==> src/rtl/vector_lsu.sv <==
// vector_lsu: initiator-side load/store sequencer for the 3-port dataMemory.
// A single vector command is split into beats of up to three 16-bit element
// accesses. Load data returning MEM_RD_LAT cycles later is gathered into ld_data.
// Optional feature macro: VLSU_STRIDE_EN. When it is defined, the stride input
// is honoured. Otherwise the stride is fixed at 1 and addresses come from an
// incrementer.
module vector_lsu #(
  parameter int NUM_LANES  = 8,
  parameter int MEM_RD_LAT = 1
) (
  input  logic                    clock,
  input  logic                    reset_n,
  input  logic                    start,
  input  logic                    is_store,
  input  logic [15:0]             base,
  input  logic [15:0]             stride,
  input  logic [4:0]              count,
  input  logic [16*NUM_LANES-1:0] st_data,
  output logic                    busy,
  output logic                    done,
  output logic [16*NUM_LANES-1:0] ld_data,
  output logic [15:0]             pos1,
  output logic [15:0]             pos2,
  output logic [15:0]             pos3,
  output logic [15:0]             WD1,
  output logic [15:0]             WD2,
  output logic [15:0]             WD3,
  output logic                    OE,
  output logic                    wEnable,
  input  logic [15:0]             RD1,
  input  logic [15:0]             RD2,
  input  logic [15:0]             RD3
);

  typedef enum logic [1:0] {
    IDLE  = 2'd0,
    ISSUE = 2'd1,
    DRAIN = 2'd2,
    DONE  = 2'd3
  } state_t;

  localparam logic [4:0] LANES5 = 5'(NUM_LANES);
  localparam int         CAP    = MEM_RD_LAT - 1;

  // Returns the 16-bit word of lane idx. A lane index past the vector returns zero.
  function automatic logic [15:0] lane_word(input logic [16*NUM_LANES-1:0] vec,
                                            input logic [5:0]              idx);
    logic [15:0] w;
    w = 16'd0;
    for (int i = 0; i < NUM_LANES; i++) begin
      w = (idx == 6'(i)) ? vec[16*i +: 16] : w;
    end
    return w;
  endfunction

  state_t                  state_r;
  state_t                  state_next_s;

  // Latched command
  logic [4:0]              cnt_r;
  logic                    is_store_r;
  logic [16*NUM_LANES-1:0] st_data_r;

  // Beat bookkeeping: lane_r and nv_r describe the beat currently on the pins
  logic [15:0]             next_addr_r;
  logic [5:0]              lane_r;
  logic [1:0]              nv_r;

  // Capture pipeline that tracks each load beat until its read data returns
  logic                    cap_vld_r  [MEM_RD_LAT];
  logic [5:0]              cap_lane_r [MEM_RD_LAT];
  logic [1:0]              cap_n_r    [MEM_RD_LAT];
  logic                    cap_last_r [MEM_RD_LAT];

  logic                    idle_s;
  logic [4:0]              clamped_s;
  logic [15:0]             src_addr_s;
  logic [4:0]              src_cnt_s;
  logic                    src_store_s;
  logic [16*NUM_LANES-1:0] src_data_s;
  logic [5:0]              src_lane_s;
  logic [5:0]              rem_s;
  logic [5:0]              cur_rem_s;
  logic [1:0]              nv_s;
  logic                    last_s;
  logic                    issue_s;
  logic                    drain_done_s;
  logic [15:0]             a0_s, a1_s, a2_s, adv_s;
  logic [15:0]             d0_s, d1_s, d2_s;
  logic [15:0]             slot1_addr_s, slot2_addr_s, slot3_addr_s;
  logic [15:0]             slot1_data_s, slot2_data_s, slot3_data_s;
  logic [5:0]              cap_off_s  [NUM_LANES];
  logic                    cap_we_s   [NUM_LANES];
  logic [15:0]             cap_word_s [NUM_LANES];

`ifdef VLSU_STRIDE_EN
  logic [15:0]             stride_r;
  logic [15:0]             step_s;
`else
  logic                    unused_stride_s;
  assign unused_stride_s = ^stride;
`endif

  assign idle_s       = (state_r == IDLE);
  assign clamped_s    = (count > LANES5) ? LANES5 : count;
  assign cur_rem_s    = {1'b0, cnt_r} - lane_r;
  assign last_s       = (cur_rem_s <= 6'd3);
  assign drain_done_s = cap_vld_r[CAP] && cap_last_r[CAP];

  // Source of the next beat: the live inputs when starting, else the latched command
  always_comb begin
    if (idle_s) begin
      src_addr_s  = base;
      src_cnt_s   = clamped_s;
      src_store_s = is_store;
      src_data_s  = st_data;
      src_lane_s  = 6'd0;
    end else begin
      src_addr_s  = next_addr_r;
      src_cnt_s   = cnt_r;
      src_store_s = is_store_r;
      src_data_s  = st_data_r;
      src_lane_s  = lane_r + 6'd3;
    end
  end

`ifdef VLSU_STRIDE_EN
  // Strided slot addresses built from stride and 2*stride; mod-2^16 wrap is intended
  always_comb begin
    if (idle_s) begin
      step_s = stride;
    end else begin
      step_s = stride_r;
    end
    a0_s  = src_addr_s;
    a1_s  = src_addr_s + step_s;
    a2_s  = src_addr_s + {step_s[14:0], 1'b0};
    adv_s = a2_s + step_s;
  end
`else
  // Unit-stride slot addresses taken from a plain incrementer
  always_comb begin
    a0_s  = src_addr_s;
    a1_s  = src_addr_s + 16'd1;
    a2_s  = src_addr_s + 16'd2;
    adv_s = src_addr_s + 16'd3;
  end
`endif

  // Slot data and the duplication of the last valid lane into unused slots
  always_comb begin
    rem_s = {1'b0, src_cnt_s} - src_lane_s;
    nv_s  = (rem_s >= 6'd3) ? 2'd3 : rem_s[1:0];
    d0_s  = lane_word(src_data_s, src_lane_s);
    d1_s  = lane_word(src_data_s, src_lane_s + 6'd1);
    d2_s  = lane_word(src_data_s, src_lane_s + 6'd2);
    slot1_addr_s = a0_s;
    slot1_data_s = d0_s;
    if (nv_s >= 2'd2) begin
      slot2_addr_s = a1_s;
      slot2_data_s = d1_s;
    end else begin
      slot2_addr_s = a0_s;
      slot2_data_s = d0_s;
    end
    if (nv_s == 2'd3) begin
      slot3_addr_s = a2_s;
      slot3_data_s = d2_s;
    end else begin
      slot3_addr_s = slot2_addr_s;
      slot3_data_s = slot2_data_s;
    end
  end

  // Next-state logic; issue_s marks that a beat is loaded onto the pins this edge
  always_comb begin
    state_next_s = state_r;
    issue_s      = 1'b0;
    case (state_r)
      IDLE: begin
        if (start) begin
          if (clamped_s == 5'd0) begin
            state_next_s = DONE;
          end else begin
            state_next_s = ISSUE;
            issue_s      = 1'b1;
          end
        end else begin
          state_next_s = IDLE;
        end
      end
      ISSUE: begin
        if (last_s) begin
          state_next_s = is_store_r ? DONE : DRAIN;
        end else begin
          state_next_s = ISSUE;
          issue_s      = 1'b1;
        end
      end
      DRAIN: begin
        if (drain_done_s) begin
          state_next_s = DONE;
        end else begin
          state_next_s = DRAIN;
        end
      end
      DONE: begin
        state_next_s = IDLE;
      end
      default: begin
        state_next_s = IDLE;
      end
    endcase
  end

  // State register
  always_ff @(posedge clock) begin
    if (!reset_n) begin
      state_r <= IDLE;
    end else begin
      state_r <= state_next_s;
    end
  end

  // Latch the command when it is accepted in IDLE
  always_ff @(posedge clock) begin
    if (!reset_n) begin
      cnt_r      <= 5'd0;
      is_store_r <= 1'b0;
      st_data_r  <= '0;
    end else if (idle_s && start) begin
      cnt_r      <= clamped_s;
      is_store_r <= is_store;
      st_data_r  <= st_data;
    end
  end

`ifdef VLSU_STRIDE_EN
  // Latch the stride with the command
  always_ff @(posedge clock) begin
    if (!reset_n) begin
      stride_r <= 16'd0;
    end else if (idle_s && start) begin
      stride_r <= stride;
    end
  end
`endif

  // Registered memory-side outputs; addresses and data hold between beats
  always_ff @(posedge clock) begin
    if (!reset_n) begin
      OE          <= 1'b0;
      wEnable     <= 1'b0;
      pos1        <= 16'd0;
      pos2        <= 16'd0;
      pos3        <= 16'd0;
      WD1         <= 16'd0;
      WD2         <= 16'd0;
      WD3         <= 16'd0;
      next_addr_r <= 16'd0;
      lane_r      <= 6'd0;
      nv_r        <= 2'd0;
    end else begin
      OE      <= issue_s & ~src_store_s;
      wEnable <= issue_s & src_store_s;
      if (issue_s) begin
        pos1        <= slot1_addr_s;
        pos2        <= slot2_addr_s;
        pos3        <= slot3_addr_s;
        WD1         <= slot1_data_s;
        WD2         <= slot2_data_s;
        WD3         <= slot3_data_s;
        next_addr_r <= adv_s;
        lane_r      <= src_lane_s;
        nv_r        <= nv_s;
      end
    end
  end

  // Registered status outputs derived from the next state
  always_ff @(posedge clock) begin
    if (!reset_n) begin
      busy <= 1'b0;
      done <= 1'b0;
    end else begin
      busy <= (state_next_s == ISSUE) || (state_next_s == DRAIN);
      done <= (state_next_s == DONE);
    end
  end

  // Delay each load beat's descriptor so it meets its read data
  always_ff @(posedge clock) begin
    if (!reset_n) begin
      for (int j = 0; j < MEM_RD_LAT; j++) begin
        cap_vld_r[j]  <= 1'b0;
        cap_lane_r[j] <= 6'd0;
        cap_n_r[j]    <= 2'd0;
        cap_last_r[j] <= 1'b0;
      end
    end else begin
      cap_vld_r[0]  <= OE;
      cap_lane_r[0] <= lane_r;
      cap_n_r[0]    <= nv_r;
      cap_last_r[0] <= last_s;
      for (int j = 1; j < MEM_RD_LAT; j++) begin
        cap_vld_r[j]  <= cap_vld_r[j-1];
        cap_lane_r[j] <= cap_lane_r[j-1];
        cap_n_r[j]    <= cap_n_r[j-1];
        cap_last_r[j] <= cap_last_r[j-1];
      end
    end
  end

  // Map the returning RD ports onto lanes; duplicate slots get no write enable
  always_comb begin
    for (int i = 0; i < NUM_LANES; i++) begin
      cap_off_s[i] = 6'(i) - cap_lane_r[CAP];
      cap_we_s[i]  = cap_vld_r[CAP] && (6'(i) >= cap_lane_r[CAP]) &&
                     (cap_off_s[i] < {4'd0, cap_n_r[CAP]});
      case (cap_off_s[i][1:0])
        2'd0:    cap_word_s[i] = RD1;
        2'd1:    cap_word_s[i] = RD2;
        default: cap_word_s[i] = RD3;
      endcase
    end
  end

  // Load result register; lanes not written keep their previous contents
  always_ff @(posedge clock) begin
    if (!reset_n) begin
      ld_data <= '0;
    end else begin
      for (int i = 0; i < NUM_LANES; i++) begin
        if (cap_we_s[i]) begin
          ld_data[16*i +: 16] <= cap_word_s[i];
        end
      end
    end
  end

endmodule

==> config.mk <==
export PLATFORM = sky130hd
export DESIGN_NAME = vector_lsu
export DESIGN_NICKNAME = d
export VERILOG_FILES = /design/src/rtl/vector_lsu.sv
export SDC_FILE = /design/constraint.sdc
export NUM_CORES = 1
export LEC_CHECK = 0
export CAP_MARGIN = 10
export CORE_MARGIN = 4
export CORE_UTILIZATION = 30
export DETAILED_ROUTE_END_ITERATION = 12
export PLACE_DENSITY_LB_ADDON = 0.12
export SYNTH_ARGS = -nofsm -noshare
export SYNTH_HDL_FRONTEND = slang
export SYNTH_SLANG_ARGS = --single-unit
==> constraint.sdc <==
create_clock -name clock -period 7.4 [get_ports clock]
set_input_delay 2.22 -clock clock [delete_from_list [all_inputs] [get_ports clock]]
set_output_delay 2.22 -clock clock [all_outputs]
set_load 0.02 [all_outputs]
==> flow_summary.rst <==
.. list-table::
   :header-rows: 1

   * - Metric
     - Value
   * - Total leakage power
     - 0.0112 uW
   * - Setup TNS after final layout
     - 0 ns
   * - Mean number of vias per cell
     - 5.62
   * - GRT Total Usage
     - 27.0%
   * - Fmax achieved
     - 171 MHz
   * - Detailed-router iteration count before antenna repair
     - 6
   * - Netlist area before placement
     - 22200 um2
   * - Final-report setup violation count
     - 0
   * - Quantity of hold-fixing buffers added after cts
     - 0
   * - Number of global-route vias before repair
     - 22800
   * - Crit Path Class
     - in -> reg
   * - Synthesized Nets
     - 3185
   * - Share of layout cells above drive strength 1
     - 6.14%
   * - Fraction of synthesized cell area taken by the top area cell type
     - 35.8%
   * - CTS tree
     - built
   * - Start point of the worst min-delay path
     - ld_data[35]$_SDFFE_PN0P_
   * - Post-CTS Resized
     - 0
   * - Count of vias placed by the detailed router
     - 23800
   * - Post-CTS Setup Repair Bufs
     - 0
   * - Internal power
     - 5510 uW
   * - Number of max-capacitance violations reported
     - 0
   * - Core Area
     - 73200 um2
   * - Final hold vios
     - 0
   * - Share of the core filled with cells
     - 39.8%
   * - Weighted congestion reported at the end of routability-driven placement
     - 1.01
   * - Number of distinct library cell variants in the gate-level netlist after synthesis
     - 100
   * - Post-route DRC
     - 0
   * - Clock tree root buffer cell
     - sky130_fd_sc_hd__clkbuf_16
   * - Required time of the critical path
     - 7.85 ns
   * - Power share of the clock group
     - 29.6%
   * - Most used flip-flop cell after synthesis
     - sky130_fd_sc_hd__dfxtp_1
   * - Most used routing layer
     - met2
   * - Element type at the critical path start
     - primary input
   * - Classification of the worst-slack hold path
     - reg -> reg
   * - Largest clock skew in the final design
     - 0.0240 ns
   * - Input/output buffers
     - 428
   * - Clock Latency Late Sink
     - 0.62 ns
   * - CP max stage cell
     - sky130_fd_sc_hd__nor2_1
   * - Global-route congestion overflow total
     - 0
   * - Sequential share of power
     - 27.8%
   * - Largest area contributor in the synthesized netlist
     - sky130_fd_sc_hd__dfxtp_1
   * - Max FO, Critical Path
     - 12
   * - Area contributors post-synth
     - sky130_fd_sc_hd__dfxtp_1 (36%), sky130_fd_sc_hd__nand2_1 (11%), sky130_fd_sc_hd__mux2i_1 (8.5%)
   * - # nets final
     - 3484
   * - Die ar.
     - 78500 um2
   * - Total clock sinks
     - 398
   * - Clock-pin slew on the worst setup and hold paths
     - 0.06 ns
   * - Post-synthesis sequential area ratio
     - 35.8%
   * - Part of the cycle the worst path needs
     - 78.9%
   * - Maximum number of buffers from clock root to sink
     - 3
   * - Final-report max-slew violation count
     - 0
   * - Switching share of power
     - 42.3%
   * - Met3 track demand over resource
     - 5.16%
   * - Bufs and invs on worst path
     - 5
   * - Synthesis-to-layout area growth
     - 31.0%
   * - Logic depth of the worst register-to-register path
     - 15
   * - CP dominant cell by count
     - sky130_fd_sc_hd__nor2_1
   * - End point of the most critical hold path
     - ld_data[35]$_SDFFE_PN0P_
   * - Cell area after placement
     - 27200 um2
   * - Number of synthesized register bits
     - 398
   * - DRC violation total after the first TritonRoute iteration
     - 2339
   * - Syn Area/Cell
     - 7.58 um2
   * - Number of buffers created by CTS
     - 50
   * - Startpoint of the worst-slack reg-to-reg timing path
     - lane_r[1]$_SDFFE_PN0P_
   * - Family of cells with the greatest summed delay on the critical path
     - simple AND/OR/NAND/NOR gates
   * - Antenna-violating nets left
     - 0
   * - Normalized max-slew margin
     - 16.9%
   * - Max rail drop VDD
     - 186 uV
   * - Leading cell types by count after synthesis
     - sky130_fd_sc_hd__nand2_1 (631), sky130_fd_sc_hd__dfxtp_1 (398), sky130_fd_sc_hd__a21oi_1 (331), sky130_fd_sc_hd__nor2_1 (300), sky130_fd_sc_hd__mux2i_1 (188)
   * - CP cell instances
     - clkdlybuf4s50_1 > nor2_1 > buf_4 > and3_1 > a21oi_1 > ha_1 > inv_1 > fa_1 > buf_4 > inv_1 > o21ai_0 > a211o_1 > nor2_1 > nor2_1 > a32oi_1 > a21oi_1
   * - Total chip power
     - 9550 uW
   * - Final min period
     - 5.84 ns
   * - Async S/R FF share, synth
     - 0%
   * - Min-Delay Path Depth
     - 2
   * - Initial antenna violation count
     - 4
   * - Unrepaired setup endpoints after global routing
     - false
   * - First-pass GRT wire length
     - 159 mm
   * - Std-Cell Rows
     - 99
   * - Switching power
     - 4040 uW
   * - H-tree Lvls
     - 2
   * - Post-Syn Instances
     - 2931
   * - Routed wire length
     - 112 mm
   * - Total half-perimeter wirelength after legalization and detailed placement
     - 82.7 mm
   * - Status
     - completed
   * - Flop-to-flop setup slack
     - 1.92 ns
   * - CP arrival
     - 6.29 ns
   * - Routed wire per std cell
     - 26.4 um
   * - Part of the total power dissipated in combinational logic
     - 42.7%
   * - Count of yosys warnings during synthesis
     - 0
   * - GR Util met2
     - 44.9%
   * - Y dimension of the die
     - 280 um
   * - Slowest cell delay on critical path
     - 0.83 ns
   * - Area of all placed cells without fillers
     - 29100 um2
   * - Overall die width
     - 280 um
   * - RR Endpoint
     - WD3[2]$_SDFFE_PN0P_
   * - Worst-case hold slack
     - 0.452 ns
   * - CP endpoint kind
     - flop
   * - Power density over the cells
     - 328 nW/um2
   * - GR Util met1
     - 34.9%
   * - Tightest Pin Transition
     - 1.24 ns
   * - Maximum number of pins on one net before global-route repair
     - 156
   * - Number of synthesized flops with an enable pin
     - 0
   * - Initial cell density of the core
     - 30.4%
   * - Most common cell in the synthesized netlist
     - sky130_fd_sc_hd__nand2_1
   * - Boundary Pins
     - 445
sequential cells by signal, summed over array words and instances, names as in the netlist, 5 cells and up:
register     count
WD3             16
next_addr_r     16
pos2            16
ld_data        128
WD1             16
lane_r           6
WD2             16
cap_lane_r       6
cnt_r            5
st_data_r      128
pos3            16
pos1            16
cell type report:
type                       count  area (um2)
fill                        7491       44100
multi-input combinational   2263       13200
sequential                   398        7970
timing repair buffer         480        4690
clock buffer                  69        1450
tap                          959        1200
clock inverter                25         439
inverter                      37         146
antenna                        3        7.51
metrics by stage:
step,worst slack (ns),std cells
after floorplan,2.16,2931
after global placement,0.930,4137
after detailed placement,0.954,4137
after CTS,1.62,4231
after global routing,1.33,4231
final,1.56,4234
metal layers:
metal,vias up,routed length [um]
met4,2,4440
met2,1062,51900
met5,-,13
met3,219,8260
li1,11000,-
met1,11500,47000
power by group through the flow:
stage          Combinational (uW)  Sequential [uW]  Clock, uW
2_1_floorplan                2100             2780          0
3_3_place_gp                 4000             2680          0
5_1_grt                      4290             2680       2960
3_5_place_dp                 4010             2680          0
6_report                     4070             2650       2820
4_1_cts                      4030             2640       2880
worst max path at each step:
stage / cells past startpoint / endpoint / from
floorplan: 15 / WD3[10]$_SDFFE_PN0P_ / count[4]
global placement: 17 / WD3[14]$_SDFFE_PN0P_ / count[4]
detailed placement: 17 / WD3[14]$_SDFFE_PN0P_ / count[4]
CTS: 17 / WD3[14]$_SDFFE_PN0P_ / count[4]
global route: 17 / WD3[14]$_SDFFE_PN0P_ / count[4]
finish: 16 / WD3[7]$_SDFFE_PN0P_ / count[4]
cell families (layout without fill, tap and decap cells):
logic type,Yosys count,after routing,share of synthesized area [%]
muxes,201,201,9.49
DFF,398,398,35.8
other,0,3,0
xor gates and xnor gates,55,55,2.23
buffers and inverters,270,611,5.03
and+or+nand+nor,1155,1155,21.9
AOI/OAI and AO/OA,815,815,23.3
adders and majority gates,37,37,2.15
cell usage in the layout (no fill, tap or decap), types with 7 or more instances in the layout:
cell type	instances
sky130_fd_sc_hd__nand2_1	630
sky130_fd_sc_hd__clkbuf_16	51
sky130_fd_sc_hd__or3_1	16
sky130_fd_sc_hd__nor2_1	300
sky130_fd_sc_hd__dfxtp_1	398
sky130_fd_sc_hd__o211ai_1	18
sky130_fd_sc_hd__xnor2_1	32
sky130_fd_sc_hd__clkbuf_1	7
sky130_fd_sc_hd__inv_1	34
sky130_fd_sc_hd__ha_1	34
sky130_fd_sc_hd__o22ai_1	37
sky130_fd_sc_hd__nor4_1	17
sky130_fd_sc_hd__mux2i_1	188
sky130_fd_sc_hd__nor3_1	36
sky130_fd_sc_hd__nand4_1	13
sky130_fd_sc_hd__o21ai_0	117
sky130_fd_sc_hd__a311oi_1	25
sky130_fd_sc_hd__buf_4	50
sky130_fd_sc_hd__nand3_1	48
sky130_fd_sc_hd__clkdlybuf4s50_1	427
sky130_fd_sc_hd__o31ai_1	7
sky130_fd_sc_hd__a221o_1	7
sky130_fd_sc_hd__nor2b_1	12
sky130_fd_sc_hd__nand2b_1	7
sky130_fd_sc_hd__xor2_1	21
sky130_fd_sc_hd__and3_1	16
sky130_fd_sc_hd__and2_1	18
sky130_fd_sc_hd__a21oi_1	331
sky130_fd_sc_hd__bufinv_16	11
sky130_fd_sc_hd__a22oi_1	75
sky130_fd_sc_hd__a221oi_1	16
sky130_fd_sc_hd__o221ai_1	15
sky130_fd_sc_hd__clkbuf_8	11
sky130_fd_sc_hd__a31oi_1	19
sky130_fd_sc_hd__a211oi_1	41
sky130_fd_sc_hd__or4_1	7
worst reg2reg max path, stage by stage (launching register included):
cell and delay, ns:
sky130_fd_sc_hd__dfxtp_1 0.49, sky130_fd_sc_hd__inv_1 0.21, sky130_fd_sc_hd__ha_1 0.37, sky130_fd_sc_hd__xnor2_2 0.49
sky130_fd_sc_hd__nand2_1 0.40, sky130_fd_sc_hd__inv_1 0.17, sky130_fd_sc_hd__ha_1 0.36, sky130_fd_sc_hd__nor2b_1 0.21
sky130_fd_sc_hd__a21oi_1 0.12, sky130_fd_sc_hd__a211oi_4 0.55, sky130_fd_sc_hd__or2_1 0.55, sky130_fd_sc_hd__nor2_1 0.11
sky130_fd_sc_hd__or4b_1 0.64, sky130_fd_sc_hd__nor3_1 0.41, sky130_fd_sc_hd__a21oi_1 0.13, sky130_fd_sc_hd__o21a_1 0.18
(Power assumes the default switching activity.)
